--- src/rtl/if_fetch_queue.sv ---
// Instruction fetch front end: one-outstanding-request fetcher feeding a
// circular prefetch queue of {instr, pc+4} entries, with redirect flushing.

module if_fetch_queue_entry #(
  parameter int unsigned W = 64
) (
  input  logic         clk,
  input  logic         we_i,
  input  logic [W-1:0] d_i,
  output logic [W-1:0] q_o
);
  always_ff @(posedge clk) begin
    if (we_i) q_o <= d_i;
  end
endmodule

module if_fetch_queue #(
  parameter int unsigned      WIDTH    = 32,
  parameter int unsigned      DEPTH    = 4,
  parameter logic [WIDTH-1:0] RESET_PC = '0
) (
  input  logic             clk,
  input  logic             rst,
  input  logic             redirect_valid,
  input  logic [WIDTH-1:0] redirect_pc,
  output logic             imem_req,
  output logic [WIDTH-1:0] imem_addr,
  input  logic             imem_ack,
  input  logic [WIDTH-1:0] imem_rdata,
  input  logic             dec_ready,
  output logic             instr_valid,
  output logic [WIDTH-1:0] instr,
  output logic [WIDTH-1:0] pc_next
);
  localparam int unsigned PW = (DEPTH > 1) ? $clog2(DEPTH) : 1;
  localparam int unsigned CW = PW + 1;

  typedef enum logic [1:0] {S_IDLE, S_WAIT, S_DROP} state_t;

  typedef struct packed {
    logic [WIDTH-1:0] instr;
    logic [WIDTH-1:0] pcn;
  } entry_t;

  state_t           state_q, state_d;
  logic [WIDTH-1:0] fetch_pc_q, fetch_pc_d;
  logic [WIDTH-1:0] req_addr_q, req_addr_d;
  logic [PW-1:0]    wr_ptr_q, wr_ptr_d;
  logic [PW-1:0]    rd_ptr_q, rd_ptr_d;
  logic [CW-1:0]    count_q, count_d;

  logic             pop, push, issue, space;
  logic [CW-1:0]    cnt_after_pop;
  entry_t           push_ent;
  entry_t           ent_q [DEPTH];

  assign instr_valid   = (count_q != '0);
  assign pop           = instr_valid && dec_ready;
  assign cnt_after_pop = count_q - CW'(pop);
  // Reserve a slot at issue time so the eventual push can never overflow.
  assign space         = (cnt_after_pop < CW'(DEPTH));

  // Fetch sequencing; redirect always wins and retargets fetch_pc.
  always_comb begin
    state_d    = state_q;
    fetch_pc_d = fetch_pc_q;
    req_addr_d = req_addr_q;
    issue      = 1'b0;
    push       = 1'b0;
    case (state_q)
      S_IDLE: begin
        if (!redirect_valid && space) begin
          issue      = 1'b1;
          req_addr_d = fetch_pc_q;
          state_d    = S_WAIT;
        end
      end
      S_WAIT: begin
        if (imem_ack) begin
          state_d = S_IDLE;
          if (!redirect_valid) begin
            push       = 1'b1;
            fetch_pc_d = fetch_pc_q + WIDTH'(4);
          end
        end else if (redirect_valid) begin
          state_d = S_DROP;
        end
      end
      S_DROP: begin
        if (imem_ack) state_d = S_IDLE;
      end
      default: state_d = S_IDLE;
    endcase
    if (redirect_valid) fetch_pc_d = redirect_pc;
  end

  always_comb begin
    wr_ptr_d = wr_ptr_q;
    rd_ptr_d = rd_ptr_q;
    count_d  = count_q;
    if (redirect_valid) begin
      wr_ptr_d = '0;
      rd_ptr_d = '0;
      count_d  = '0;
    end else begin
      if (push) wr_ptr_d = wr_ptr_q + PW'(1);
      if (pop)  rd_ptr_d = rd_ptr_q + PW'(1);
      count_d = count_q + CW'(push) - CW'(pop);
    end
  end

  always_ff @(posedge clk or negedge rst) begin
    if (!rst) begin
      state_q    <= S_IDLE;
      fetch_pc_q <= RESET_PC;
      req_addr_q <= RESET_PC;
      wr_ptr_q   <= '0;
      rd_ptr_q   <= '0;
      count_q    <= '0;
    end else begin
      state_q    <= state_d;
      fetch_pc_q <= fetch_pc_d;
      req_addr_q <= req_addr_d;
      wr_ptr_q   <= wr_ptr_d;
      rd_ptr_q   <= rd_ptr_d;
      count_q    <= count_d;
    end
  end

  assign push_ent.instr = imem_rdata;
  assign push_ent.pcn   = req_addr_q + WIDTH'(4);

  for (genvar i = 0; i < DEPTH; i++) begin : g_ent
    logic [2*WIDTH-1:0] q;
    if_fetch_queue_entry #(.W(2*WIDTH)) u_ent (
      .clk  (clk),
      .we_i (push && !redirect_valid && (wr_ptr_q == PW'(i))),
      .d_i  (push_ent),
      .q_o  (q)
    );
    assign ent_q[i] = entry_t'(q);
  end

  // Request is held from the issuing IDLE cycle through WAIT/DROP; gated by
  // rst so it drops as soon as reset asserts.
  assign imem_req  = rst && (issue || (state_q != S_IDLE));
  assign imem_addr = (state_q == S_IDLE) ? fetch_pc_q : req_addr_q;
  assign instr     = ent_q[rd_ptr_q].instr;
  assign pc_next   = ent_q[rd_ptr_q].pcn;

endmodule
--- config.mk ---
export PLATFORM = sky130hd
export DESIGN_NAME = if_fetch_queue
export DESIGN_NICKNAME = d
export VERILOG_FILES = /design/src/rtl/if_fetch_queue.sv
export SDC_FILE = /design/constraint.sdc
export NUM_CORES = 1
export LEC_CHECK = 0
export ABC_AREA = 1
export CELL_PAD_IN_SITES_DETAIL_PLACEMENT = 2
export CELL_PAD_IN_SITES_GLOBAL_PLACEMENT = 2
export CORE_ASPECT_RATIO = 1.75
export CORE_MARGIN = 4
export CORE_UTILIZATION = 39
export CTS_CLUSTER_DIAMETER = 40
export DETAILED_ROUTE_END_ITERATION = 10
export PLACE_DENSITY_LB_ADDON = 0.1
export SLEW_MARGIN = 20
export SYNTH_ARGS = -nofsm -noshare
export SYNTH_HDL_FRONTEND = slang
export SYNTH_SLANG_ARGS = --single-unit
--- constraint.sdc ---
create_clock -name clk -period 6.39 [get_ports clk]
set_input_delay 0.639 -clock clk [delete_from_list [all_inputs] [get_ports clk]]
set_output_delay 0.639 -clock clk [all_outputs]
set_load 0.02 [all_outputs]
* Word-level counts from Yosys, hierarchy flattened
Cells that the tools add are included.
** Cells by class
- $add $sub $neg :: 7
- Order comparisons :: 2
- Equal/unequal tests :: 8
- Muxes and demuxes :: 22
- Bitwise operators :: 1
- Reductions and logical operators :: 21
** Operator list (count)
- $bmux 64 s2 :: 1
- $mux 32 :: 4
- $mux 64 :: 2
- $add 32x3->32 const B :: 2
- $mux 2 :: 8
- $reduce_bool 2->1 :: 5
- $logic_and 1x1->1 :: 8
- $eq 2x2->1 const B :: 3
- $pmux 2 s3 :: 1
- $sub 3x1->3 :: 2
- $mux 1 :: 5
- $add 2x1->2 const B :: 2
- $eq 2x1->1 const B :: 2
- $logic_not 2->1 :: 2
- $ne 2x2->1 const B :: 2
- $reduce_and 2->1 :: 2
- $add 3x1->3 :: 1
- $ge 3x3->1 const B :: 1
- $lt 3x3->1 const B :: 1
- $mux 3 :: 1
- $ne 3x3->1 const B :: 1
- $not 2->3 :: 1
- $reduce_and 3->1 :: 1
- $reduce_bool 3->1 :: 1
- 2 further kinds :: 2
** Storage, ports and cells
- Bits in registers :: 329
- Bits of input ports :: 69
- Logic and storage cells :: 71

* Depth between registers and ports, before layout
Gate-level depths: netlist (run 1).
- Depth after elaboration :: 9
- Gate-level depth with buffers :: 12

* By module
From an unflattened synthesis (run 1), not the netlist that was laid out.
** Second synthesis, totals
- Cell total of the unflattened synthesis :: 1398
- Area, all modules :: 14601.5 um2
** By module, submodules not included
- if_fetch_queue_entry :: times used 4, cells each 64, area an instance 1921.8 um2
- if_fetch_queue :: times used 1, cells each 1142, area an instance 6914.1 um2

* Least setup slack after synthesis (run 1)
Ideal clock, no wire load.
- Path type :: input -> register
- From :: input imem_ack
- To :: register g_ent[0].u_ent.q_o[0], enable pin
- Library setup time :: 487 ps
- Data arrival time :: 3820 ps
- Required time :: 5903 ps
- Setup slack :: 2083 ps
- Stages :: 5
- Buffers on the path :: 1
- Cell sequence :: inv_1 -> nor2_4 -> nand2_2 -> buf_6 -> nor2_1
** Between the ends
- Cells in the longest elaborated chain, start to end :: 4
** RTL lines
- start, declared :: RTL line 28 : input logic imem_ack,
- $mux 1 :: RTL line 79 : if (imem_ack) begin
- $mux 1 :: RTL line 70 : case (state_q)
- $logic_and 1x1->1 (2 in series) :: RTL line 137 : .we_i (push && !redirect_valid && (wr_ptr_q == PW'(i))),
- via g_ent[0].u_ent.we_i :: RTL line 8 : input logic we_i,
- end signal, assigned :: RTL line 13 : if (we_i) q_o <= d_i;
- end, declared :: RTL line 10 : output logic [W-1:0] q_o
The timed path passes the listed nets, and every way through them passes these cells.
A chain may end at the register's enable or synchronous reset.

* Worst setup path after layout (run 1)
- From :: register rd_ptr_q[1]
- To :: output pc_next[4]
** Between the ends
- Cells in the longest elaborated chain, start to end :: 4
** RTL lines
- start, declared :: RTL line 49 : logic [PW-1:0] rd_ptr_q, rd_ptr_d;
- start signal, assigned :: RTL line 125 : rd_ptr_q <= rd_ptr_d;
- $not 2->3 (not written as such) :: RTL line 149 : assign pc_next = ent_q[rd_ptr_q].pcn;
- $bmux 64 s2 :: RTL line 149
- $mux 64 (not written as such) (2 in series) :: RTL line 149
- end, declared :: RTL line 33 : output logic [WIDTH-1:0] pc_next
Every way passes these cells. The select of a mux whose other input is x is not followed.

==> results.md, run 1 <==
* CP Depth at 6
* Worst path most repeated cell: buf_4
* Multi-input combinational cell area at 4509 µm²
* Grt ovf at 0
* RD Place Congestion at 0.9183
* CTS tree: done
* Clock skew at 0.01302 ns
* Vias in the first global route at 12589
* Final slew viol count at 0
* CTS clk-pin slew, worst paths at 0.06 ns
* H-tree depth at 2
* Final wirelength at 49080 µm
* WP data required at 5.75 ns
* Slew @ Worst Pin at 1.073 ns
* Die area at 40810 µm²
* Post-CTS setup repair buffer count at 0
* # nets final at 1641
* Max cap viols at 0
* Tightest Hold Check Type: reg2reg
* RSZ-0062 raised after global routing: no
* Vias per std cell at 5.414
* Synth Warn # at 0
* Syn_area_per_cell at 10.39 µm²
* Most frequent cells in the layout: edfxtp_1 (256), nand2_1 (250), nor2_1 (229)
* CTS Buffer Depth at 3
* Post-route antenna net violation count at 0
* Setup TNS at 0 ns
* Worst Hold Depth at 2
* Share of layout cells above drive strength 1 at 8.464%
* Run status: finished, final reports clean
* Reg area at 9519 µm²
* Fin util at 48.85%
* Hold_sp: req_addr_q[31]
* N_diodes at 0
* Leakage dissipation at 0.006542 µW
* Crit path DAT at 3.63 ns
* Unique cell type count in the Yosys netlist at 38
* Slew HR at 28.49%
* Post-Syn Area at 14630 µm²
* Core area at 37000 µm²
* Worst R2R Path Depth at 6
* Clk root buf: clkbuf_16
* Top Family by Delay on Critical Path: buffers and inverters
* CP Max Fanout at 65
* HPWL after DPL at 33290 µm
* Reg2reg setup slack at 3.67 ns
* Critical Path Slowest Stage Cell: inv_2
* # port buffers at 166
* Die X at 154.4 µm
* Row cnt at 93
* Routed len/inst at 23.71 µm
* CP startpoint kind: register
* Pin count of the biggest net entering global routing at 93
* CP Buf/Inv Count at 4
* Critical R2R Launch: state_q[1]
* Die span in y at 264.3 µm
* Worst Setup End Kind: primary output
* Period utilization at 66.73%
* #FFs+latches synth at 329
* CP Class: reg2out
* # clock sinks at 329
* Final setup violation count at 0
* Mapped Nets at 1486
* Synth Instances at 1408
* Worst VDD drop at 0.2591 mV
* I/O pin count at 167
* Starting density of the core at 39.55%
* First-pass GRT wire length at 74220 µm
* DRT iter0 DRCs at 455
* Pre-CTS setup slack at 2.532 ns
* Post-synthesis sequential area ratio at 65.01%
* Power, Total at 7921 µW
* FILL cells at 3862
* Via Count at 11208
* Hold path endpoint: req_addr_q[31]
* Worst-Skew Late Latency at 0.55 ns
* CP max stage delay at 0.73 ns
* Crit-path cells: buf_4 -> inv_2 -> buf_4 -> o21ai_0 -> o22ai_1 -> clkdlybuf4s50_1
* Initial DRT Pass Iterations at 5
* Post-cts sizing count at 0
* Hold buffer count at CTS at 1
* Worst reg2reg endpoint: g_ent[3].u_ent.q_o[21]
* Final worst setup slack at 2.126 ns
* Antenna violations before repair at 1
* Power per standard cell area at 438.2 nW/µm²
* Leading cell type in the layout, fill and taps excluded: edfxtp_1
* TritonCTS Buffers at 41
* Layout area overhead at 23.53%
* Fmax at 234.5 MHz
* Minimum clock period at 4.264 ns
* Number of remaining DRC errors at 0
* Final Hold Violating Endpoints at 0
* GRT Total Usage at 23.71%
## tightest hold or removal path, delay by kind of cell, from the launching register on
family	cells	cell delay, ns
DFF	1	0.34
and+or+nand+nor	1	0.05
AOI/OAI and AO/OA	1	0.06
## layout make-up
type | instances | area share, %
flip-flops and latches | 329 | 52.66
multi-input cells | 926 | 24.94
repair buffers | 181 | 9.815
clock buffers | 45 | 5.876
well taps | 475 | 3.288
inverters | 84 | 1.751
clock inverters | 30 | 1.668
## cells by family (layout without fill, tap and decap cells)
family | after synthesis | in the layout | synth area share, %
buffers and inverters | 153 | 340 | 4.463
flip-flops | 329 | 329 | 65.01
XOR/XNOR | 30 | 30 | 1.795
AO/OA/AOI/OAI | 302 | 302 | 11.06
AND/OR/NAND/NOR | 585 | 585 | 16.85
adder cells (fa/ha/maj) | 9 | 9 | 0.8208
## synth_stat cells
master / count / area, µm²
a31oi_1: 2 / 12.51
dfrtp_1: 73 / 1827
nand4_1: 7 / 43.79
nor3_4: 1 / 16.27
clkinv_1: 2 / 7.510
o21ai_1: 17 / 85.08
nand2_1: 250 / 938.4
nand3_1: 44 / 220.2
o21ai_0: 193 / 965.9
a21oi_1: 16 / 80.08
xor2_1: 30 / 262.8
o22ai_1: 65 / 406.6
nor2_2: 12 / 75.07
o211ai_1: 4 / 30.03
edfxtp_1: 256 / 7687
nand2_2: 8 / 50.05
nor2_4: 6 / 67.56
ha_1: 8 / 100.1
buf_2: 27 / 135.1
buf_1: 3 / 11.26
nor2_1: 234 / 878.3
nor3_1: 10 / 50.05
o31ai_1: 1 / 7.510
inv_1: 77 / 289.0
buf_6: 4 / 45.04
a21boi_0: 1 / 7.510
nor3b_2: 1 / 12.51
o21a_1: 1 / 7.510
fa_1: 1 / 20.02
buf_4: 4 / 30.03
nand2_4: 1 / 11.26
and3_1: 1 / 6.260
nor3_2: 8 / 80.08
clkbuf_1: 31 / 116.4
nor4_1: 1 / 6.260
o21bai_1: 2 / 15.01
nand3_2: 1 / 10.01
inv_2: 5 / 18.77
## how the worst max path moves through the flow
| stage | from | to | slack, ns |
|---|---|---|---|
| finish | rd_ptr_q[1] | pc_next[4] | 2.13 |
| global route | rd_ptr_q[1] | pc_next[6] | 1.96 |
| CTS | rd_ptr_q[1] | pc_next[5] | 2.02 |
| detailed placement | redirect_valid | count_q[2] | 2.53 |
| global placement | rd_ptr_q[1] | pc_next[5] | 2.62 |
| floorplan | imem_ack | g_ent[0].u_ent.q_o[0] | 2.08 |
## sequential cells by signal (all words and copies together) (netlist names)
signal and flops:
req_addr_q 32, wr_ptr_q 2, rd_ptr_q 2, fetch_pc_q 32, count_q 3, g_ent.u_ent.q_o 256
state_q 2
## metrics by stage
| stage | instance area [µm²] | hold WS, ns | std cells |
|---|---|---|---|
| after floorplan | 14630 | 0.3434 | 1408 |
| after global placement | 16700 | 0.4713 | 1994 |
| after detailed placement | 16700 | 0.4872 | 1994 |
| after CTS | 18080 | 0.5003 | 2070 |
| after global routing | 18080 | 0.5379 | 2070 |
| final | 18080 | 0.4988 | 2070 |
## layer usage
layer | GRT usage [%] | vias up | routed length, µm
met5 | 0 | - | 0
met4 | 12.06 | 0 | 2816
met3 | 2.770 | 117 | 1383
met2 | 45.44 | 243 | 27030
met1 | 25.01 | 5682 | 17850
li1 | - | 5166 | -
## power breakdown
group          total, µW  internal, µW  switching (µW)
clock               2340          1360             987
sequential          2940          2660             281
combinational       2640           926            1710
total               7920          4940            2980
Note: power is estimated with default switching activity, not from simulation.
==> run 2, diff against run 1 <==
CORE_UTILIZATION = 33   (was 39)
clock period = 3.8 ns   (was 6.39 ns; I/O delays follow)
==> run 2 against run 1 <==
Compared with the run above: register-to-register slack lost 2.4 ns; clock-buffer cell count shrank 2; total power grew 66%; worst setup slack lost 1.6 ns; first-iteration DRC count grew 27%; cell area grew 0.99%; hold slack lost 0.23 ns.
==> results.md, run 2 (same netlist as run 1, synthesis figures left out) <==
* Run status: finished, final reports clean
* Final Hold Violating Endpoints at 0 (unchanged)
* Critical Path Slowest Stage Cell: clkdlybuf4s50_1
* Pin count of the biggest net entering global routing at 67 (-28%)
* # nets final at 1652 (+0.67%)
* H-tree depth at 2 (unchanged)
* CP max stage delay at 0.65 ns (-0.08 ns)
* Logic pwr share at 34.0% (+0.7 points)
* Worst VDD drop at 0.4384 mV (+69%)
* Leakage dissipation at 0.006573 µW (+0.48%)
* Core area at 43600 µm² (+18%)
* Fmax at 306.4 MHz
* Period utilization at 85.87%
* HPWL after DPL at 34320 µm (+3.1%)
* Post-route antenna net violation count at 0 (unchanged)
* Clock share of power at 28.7% (-0.9 points)
* Final wirelength at 48730 µm (-0.71%)
* Clock skew at 0.01398 ns (+0.0009583 ns)
* Vias in the first global route at 12613 (+0.19%)
* Most frequent cells in the layout: edfxtp_1 (256), nand2_1 (250), nor2_1 (229)
* Fin cells at 2168 (+4.7%)
* Final slew viol count at 0 (unchanged)
* Reg2reg setup slack at 1.24 ns (-2.43 ns)
* CP Max Fanout at 41 (-37%)
* RD Place Congestion at 0.8965 (-2.4%)
* # placed instances at 2098 (+5.2%)
* Starting density of the core at 33.57% (-6.0 points)
* Slew @ Worst Pin at 0.8399 ns (-0.2328 ns)
* Largest regs: g_ent.u_ent.q_o: 256 flops, fetch_pc_q: 32 flops, req_addr_q: 32 flops
* Tightest Hold Check Type: in2async
* Worst-Skew Late Latency at 0.55 ns (about the same)
* CTS Buffer Depth at 3 (unchanged)
* Worst R2R Path Depth at 10 (+4)
* CP Buf/Inv Count at 3 (-1)
* Power per standard cell area at 720.8 nW/µm² (+65%)
* Grt ovf at 0 (unchanged)
* CP Class: reg2out
* GRT Total Usage at 20.17% (-3.5 points)
* RSZ-0062 raised after global routing: no
* Post-cts sizing count at 0 (unchanged)
* Row cnt at 101 (+8.6%)
* Max reg flops at 256 (unchanged)
* Crit-path cells: clkinv_2 -> buf_4 -> o21ai_0 -> o22ai_1 -> clkdlybuf4s50_1
* CTS tree: done
* N_diodes at 0 (unchanged)
* Die span in y at 286.6 µm (+8.4%)
* DRT iter0 DRCs at 576 (+27%)
* Layout area overhead at 24.75%
* Min Hold Slack at 0.2738 ns (-0.2251 ns)
* Leading cell type in the layout, fill and taps excluded: edfxtp_1
* CTS clk-pin slew, worst paths at 0.06 ns (about the same)
* Crit path DAT at 2.88 ns (-0.75 ns)
* Largest Register: g_ent.u_ent.q_o
* Minimum clock period at 3.263 ns
* I/O pin count at 167 (unchanged)
* WP data required at 3.42 ns (-2.33 ns)
* Number of remaining DRC errors at 0 (unchanged)
* CP startpoint kind: register
* Die X at 167.2 µm (+8.3%)
* Via Count at 11027 (-1.6%)
* Antenna violations before repair at 0 (-1)
* Share of layout cells above drive strength 1 at 8.739% (+0.28 points)
* Slew HR at 43.49% (+15 points)
* Initial DRT Pass Iterations at 4 (-1)
* Routed len/inst at 22.48 µm (-5.2%)
* Worst reg2reg endpoint: fetch_pc_q[30]
* # port buffers at 166 (unchanged)
* Reg power frac at 37.3% (+0.2 points)
* Top Family by Delay on Critical Path: buffers and inverters
* First-pass GRT wire length at 74400 µm (+0.24%)
* Clk root buf: clkbuf_16
* Sw Share at 36.98% (-0.65 points)
* Die area at 47910 µm² (+17%)
* Final setup violation count at 0 (unchanged)
* Max cap viols at 0 (unchanged)
* Vias per std cell at 5.086 (-6.1%)
* Worst Setup End Kind: primary output
* Pint at 8293 µW (+68%)
* # clock sinks at 329 (unchanged)
* Net Switching at 4867 µW (+63%)
* Critical R2R Launch: fetch_pc_q[2]
* TritonCTS Buffers at 39 (-4.9%)
-- run 2: cell count changes in the layout (fill, tap and decap cells not counted), sizes merged --
cell / change
clkbuf: -2
buf: +13
inv: -5
bufinv: +1
clkinvlp: +1
clkinv: -1
-- run 2: routing by layer --
layer | global-route usage, % | wire (µm)
met1 | 21.32 | 18040
met2 | 39.61 | 27130
met3 | 2.398 | 1311
met4 | 8.772 | 2257
met5 | 0 | 0
-- run 2: how the worst max path moves through the flow --
stage | from | end | slack [ns] | depth (start not counted)
floorplan | state_q[1] | g_ent[0].u_ent.q_o[0] | -0.32 | 6
global placement | redirect_valid | count_q[2] | 0.96 | 11
detailed placement | redirect_valid | count_q[2] | 0.90 | 11
CTS | rd_ptr_q[0] | pc_next[24] | 0.42 | 5
global route | rd_ptr_q[0] | instr[7] | 0.31 | 5
finish | rd_ptr_q[0] | instr[7] | 0.54 | 5
-- run 2: what timing repair did --
| action | in CTS | in global routing |
|---|---|---|
| endpoints found under the hold margin | 18 | 0 |
| hold buffers | 1 | 0 |
| endpoints found under the setup margin | 0 | 0 |
| setup buffers | 0 | 0 |
-- run 2: area by class of cell --
class | instances | area [µm²]
Tap cell | 566 | 708.2
Sequential cell | 329 | 9519
Fill cell | 4621 | 25340
Inverter | 84 | 316.6
Multi-Input combinational cell | 926 | 4509
Clock inverter | 26 | 281.5
Timing Repair Buffer | 194 | 1909
Clock buffer | 43 | 1012
-- run 2: worst reg2reg max path: stages (launching register included) --
cell,delay [ns]
dfrtp_1,0.66
ha_1,0.49
nand2_1,0.19
nor2_4,0.28
nand2_4,0.15
nor2_2,0.32
nand2_1,0.10
nand2_1,0.07
nand3_1,0.06
nand2_1,0.09
nand2_1,0.05
-- run 2: power groups by stage --
stage                     sequential, µW  combinational [µW]  clock, µW
after floorplan                     4800                2550          0
after global placement              4970                4420          0
after detailed placement            4990                4550          0
after CTS                           4920                4590       3890
after global routing                4980                4920       4020
final                               4910                4470       3780
-- run 2: stage by stage --
stage,power (µW),cell area (µm²),setup TNS [ns],utilization [%],setup slack [ns]
floorplan,7346,14630,-82.31,-,-0.3215
detailed placement,9542,16950,0,38.88,0.8977
CTS,13400,18260,0,41.87,0.4244
finish,13160,18260,0,41.87,0.5368
global placement,9384,16950,0,38.88,0.9613
global route,13920,18260,0,41.87,0.3122
